`src/rtl/disp_scan_ctrl.sv`:
```
// Scan scheduler for a 4-digit multiplexed 7-segment display: per-digit dead-time
// blanking, active-low anode select, and a frame-synchronous double-buffered value.
module disp_scan_ctrl #(
  parameter int unsigned DIGIT_TICKS = 100000,
  parameter int unsigned BLANK_TICKS = 1000
) (
  input  logic        clk,
  input  logic        rst_n,
  input  logic        en,
  input  logic [3:0]  digit_mask,
  input  logic        load,
  input  logic [15:0] value_in,
  output logic [3:0]  digit_sel,
  output logic [1:0]  digit_idx,
  output logic [15:0] value_q,
  output logic        frame_done
);

  localparam int unsigned MAXT = (DIGIT_TICKS > BLANK_TICKS) ? DIGIT_TICKS : BLANK_TICKS;
  localparam int unsigned CW   = $clog2(MAXT + 1);
  localparam logic [CW-1:0] DLAST = CW'(DIGIT_TICKS - 1);
  localparam logic [CW-1:0] BLAST = CW'((BLANK_TICKS == 0) ? 0 : BLANK_TICKS - 1);

  typedef enum logic [1:0] {IDLE, BLANK, ON} state_t;

  state_t        state_q, state_d;
  logic [CW-1:0] cnt_q, cnt_d;
  logic [1:0]    idx_q, idx_d;
  logic [3:0]    sel_q, sel_d;
  logic          fd_q, fd_d;
  logic [15:0]   shadow_q, shadow_d;
  logic          pending_q, pending_d;
  logic [15:0]   value_d;
  logic          xfer;

  always_comb begin
    state_d = state_q;
    cnt_d   = cnt_q;
    idx_d   = idx_q;
    xfer    = 1'b0;
    unique case (state_q)
      IDLE: begin
        xfer = 1'b1;
        if (en) begin
          idx_d   = 2'd0;
          cnt_d   = '0;
          state_d = (BLANK_TICKS == 0) ? ON : BLANK;
        end
      end
      BLANK: begin
        if (cnt_q == BLAST) begin
          state_d = ON;
          cnt_d   = '0;
        end else begin
          cnt_d = cnt_q + CW'(1);
        end
      end
      ON: begin
        if (cnt_q == DLAST) begin
          cnt_d   = '0;
          state_d = (BLANK_TICKS == 0) ? ON : BLANK;
          idx_d   = idx_q + 2'd1;
          xfer    = (idx_q == 2'd3);
        end else begin
          cnt_d = cnt_q + CW'(1);
        end
      end
      default: state_d = IDLE;
    endcase

    // Disable overrides everything, including a frame-boundary transfer this cycle.
    if (!en) begin
      state_d = IDLE;
      idx_d   = 2'd0;
      cnt_d   = '0;
      xfer    = (state_q == IDLE);
    end

    // Outputs are derived from the next state so they line up with the state register.
    fd_d  = (state_d == ON) && (idx_d == 2'd3) && (cnt_d == DLAST);
    sel_d = ((state_d == ON) && digit_mask[idx_d]) ? ~(4'b0001 << idx_d) : 4'b1111;

    shadow_d  = load ? value_in : shadow_q;
    pending_d = load | pending_q;
    value_d   = value_q;
    if (xfer) begin
      value_d   = load ? value_in : shadow_q;
      pending_d = 1'b0;
    end
  end

  always_ff @(posedge clk or negedge rst_n) begin
    if (!rst_n) begin
      state_q   <= IDLE;
      cnt_q     <= '0;
      idx_q     <= 2'd0;
      sel_q     <= 4'b1111;
      fd_q      <= 1'b0;
      shadow_q  <= '0;
      pending_q <= 1'b0;
      value_q   <= '0;
    end else begin
      state_q   <= state_d;
      cnt_q     <= cnt_d;
      idx_q     <= idx_d;
      sel_q     <= sel_d;
      fd_q      <= fd_d;
      shadow_q  <= shadow_d;
      pending_q <= pending_d;
      value_q   <= value_d;
    end
  end

  assign digit_sel  = sel_q;
  assign digit_idx  = idx_q;
  assign frame_done = fd_q;

endmodule

```
`config.mk`:
```
export PLATFORM = sky130hd
export DESIGN_NAME = disp_scan_ctrl
export DESIGN_NICKNAME = d
export VERILOG_FILES = /design/src/rtl/disp_scan_ctrl.sv
export SDC_FILE = /design/constraint.sdc
export NUM_CORES = 1
export LEC_CHECK = 0
export BUFFER_PORTS_ARGS = -buffer_cell sky130_fd_sc_hd__buf_2
export CAP_MARGIN = 20
export CORE_MARGIN = 2
export CORE_UTILIZATION = 63
export CTS_BUF_LIST = sky130_fd_sc_hd__clkbuf_8
export CTS_CLUSTER_DIAMETER = 60
export DETAILED_ROUTE_END_ITERATION = 12
export GPL_TIMING_DRIVEN = 0
export PLACE_DENSITY = 0.88
export SYNTH_ARGS = -nofsm -noshare
export SYNTH_HDL_FRONTEND = slang
export SYNTH_SLANG_ARGS = --single-unit
```
`constraint.sdc`:
```
create_clock -name clk -period 4.2 [get_ports clk]
set_input_delay 0.42 -clock clk [delete_from_list [all_inputs] [get_ports clk]]
set_output_delay 0.42 -clock clk [all_outputs]
set_load 0.02 [all_outputs]
```
==> flow_summary.yaml <==
outcome:
  outcome: "finished, final reports clean"
placed_design:
  dpl.hpwl_mm: 4.10
  placed_area_sq_um: 3200
  place.gp.congestion: 0.964
  numPortBuffers: 44
power_and_ir_drop:
  leakage_nw: 1.48
  p_seq_share_pct: 45.0
  power.switching_uw: 323
  power_mw: 1.37
  powerDensity_nw_per_um2: 398
  combinationalPowerShare_pct: 10.8
  sw_frac_of_total_pct: 23.6
  vdd_drop_max_uv: 277
  clkPwrFrac_pct: 44.2
  power.internal_mw: 1.04
worst_setup_path:
  worstPathMaxFanout: 10
  arrival_ns: 2.59
  worstSetupEndpointType: "flip-flop"
  crit_path_start_kind: "flip-flop"
  critPathRequiredTime_ns: 4.42
  critPathKind: "flip-flop to flip-flop"
timing:
  period_needed_ns: 2.37
  maxSlewHeadroom_pct: 58.8
  fin_skew_ns: 0.00789
  maxSlewViolCount: 0
  timing_worst_slew_pin_value_ns: 0.614
  hold_viol: 0
  setup_viol: 0
  grt_setup_unrepaired: "no"
  max_freq_ghz: 0.422
  totalNegativeSetupSlack_ns: 0
  fin_crit_sh_pct: 56.4
cells_and_area:
  n_fill_cell: 273
  fin_area_sq_um: 3440
  drive_gt1_share_pct: 35.7
  final_common_cell: "dfrtp_1"
  nets: 346
  insertedDiodeCount: 0
  mostFrequentLayoutCells: "dfrtp_1, buf_2, mux2_2, nor2_1, nand2_1"
  area_growth_pct: 18.7
global_routing:
  grt_pass1_vias: 2121
  overflow: 0
  grt_antenna_before_repair: 0
  grt_usage_pct: 25.3
  grt_max_degree: 39
  grt_pass1_wl_mm: 9.86
logic_synthesis:
  syn_avg_cell_area_sq_um: 11.0
  synthMuxAreaShare_pct: 13.1
  syn_inst: 264
  ys_top_cells_by_area: "dfrtp_1, mux2_2, nor2_1, dfstp_2, xor2_1"
  syn_area_sq_um: 2900
  synthFlopType: "dfrtp_1"
  synth_compound_area_share_pct: 7.60
  ys_async_sr_fraction_pct: 100
  synth-seq-cells: 58
  synth_top_family_by_area: "simple AND/OR/NAND/NOR gates"
  synth-xor-area-share_pct: 5.44
  synth-edff-count: 0
  ys_seq_area_share_pct: 50.3
  synth.distinct_cells: 51
  yosys.area.top_type: "dfrtp_1"
  ys_warn_count: 0
  yosys.area_share.simple_pct: 18.9
  synth_top_area_share_pct: 46.7
  synth_fa_ha_area_share_pct: 0.864
  syn_nets: 290
cts:
  clkLatencyLatePin_ns: 0.34
  cts_root_buffer: "clkbuf_8"
  cts-resized-gates: 0
  cts_tree: "built"
  hold_buffers: 0
  htreeDepth: 3
  clock-sinks: 58
  clk_pin_slew_ns: 0.07
  ctsLongestPathBuffers: 2
  numCtsBuffers: 9
  post_cts_buffers: 0
run:
  cap_violations: 0
route:
  wl_met2_mm: 2.76
  vias: 2191
  drt_wl_total_mm: 5.83
  drt_iter0_markers: 121
  wl_met3_um: 324
  drc: 0
  post_drt_wl_per_cell_um: 15.5
  wirelength_met1_mm: 2.63
  ant_nets: 0
  first_pass_iters: 4
  via_per_inst: 5.81
  topRoutingLayerUsed: "met4"
floorplan:
  placeableCoreArea_sq_um: 4380
  dieWidth_um: 71.8
  start_util_pct: 66.1
  chipHeight_um: 71.8
  die_area_sq_um: 5160
  row_count: 24
  ios: 47
min_path:
  worstHoldPathType: "primary input to async pin"
==> power groups by stage <==
stage                     clock, mW  combinational, mW  sequential, mW
final                         0.605              0.147           0.616
after global routing          0.641              0.161           0.621
after CTS                     0.617              0.150           0.617
after detailed placement          0              0.148           0.625
after global placement            0              0.141           0.623
after floorplan                   0             0.0604           0.652
==> layout make-up <==
cell class	instances	area (sq um)	share of cell area, %
Tap cell	52	65.1	1.89
Sequential cell	58	1460	42.3
Clock buffer	12	165	4.80
Inverter	4	15.0	0.437
Buffer	13	95.1	2.76
Clock inverter	4	72.6	2.11
Multi-Input combinational cell	189	1330	38.7
Timing Repair Buffer	45	240	6.98
==> logic make-up (layout without fill, tap and decap cells) <==
family | after synthesis | after routing
xor gates and xnor gates | 18 | 18
muxes | 34 | 34
AOI/OAI and AO/OA | 31 | 31
and+or+nand+nor | 104 | 104
buffers and inverters | 17 | 78
DFF | 58 | 58
adders and majority gates | 2 | 2
==> flip-flops by register name, summed over array words and instances, names as in the netlist <==
| signal | count |
|---|---|
| digit_sel | 4 |
| state_q | 2 |
| cnt_q | 17 |
| frame_done | 1 |
| shadow_q | 16 |
| digit_idx | 2 |
| value_q | 16 |
==> synthesized netlist by cell type, types with 2 or more instances <==
cell      instances
mux2i_1           2
nand2b_1          2
and3_1            4
o311ai_0          5
nor4_2            2
nor3_1            3
o21ai_0           9
nand2_1          19
ha_1              2
nand4_1           6
a21oi_1           5
dfstp_2           4
xor2_1           11
inv_1             4
nand3_1          14
nand3b_1          2
nor2b_1           2
nand4b_1          2
and2_1            5
nor3b_1           2
xnor2_1           7
dfrtp_1          54
clkbuf_1          2
nor2_1           30
buf_2             4
or2_2             2
mux2_2           32
buf_6             4
or3_1             2
==> critical path: stages (launching register included) <==
cell,delay (ns)
dfrtp_1,0.43
ha_1,0.29
and4b_1,0.22
nand4_1,0.23
o21ai_0,0.14
nand2b_1,0.08
buf_2,0.21
buf_2,0.29
mux2_2,0.37
==> routing by layer <==
metal / track usage, % / vias to the layer above
li1: - / 1054
met1: 33.4 / 1054
met2: 38.9 / 70
met3: 7.17 / 13
met4: 11.7 / 0
met5: 0 / -
==> path summary, 6_finish.rpt <==
path | cells past startpoint | endpoint | from | slack (ns)
setup / recovery | 8 | value_q[0] | cnt_q[0] | 1.83
hold / removal | 1 | value_q[11] | rst_n | 0.03
setup reg to reg | 8 | value_q[0] | cnt_q[0] | 1.83
hold reg to reg | 1 | shadow_q[3] | shadow_q[3] | 0.50
max in group asynchronous | 2 | digit_sel[3] | rst_n | 3.56
min in group clk | 2 | digit_sel[1] | digit_mask[1] | 0.31
==> per-stage QoR <==
stage	hold slack, ns	util [%]	std cells	setup slack [ns]
after global routing	0.0560	78.5	377	1.64
final	0.0299	78.5	377	1.83
after floorplan	0.124	-	264	2.15
after global placement	0.476	72.6	360	1.88
after CTS	0.0359	78.5	377	1.84
after detailed placement	0.404	73.0	361	1.87
Power figures use the tool's default switching activity.
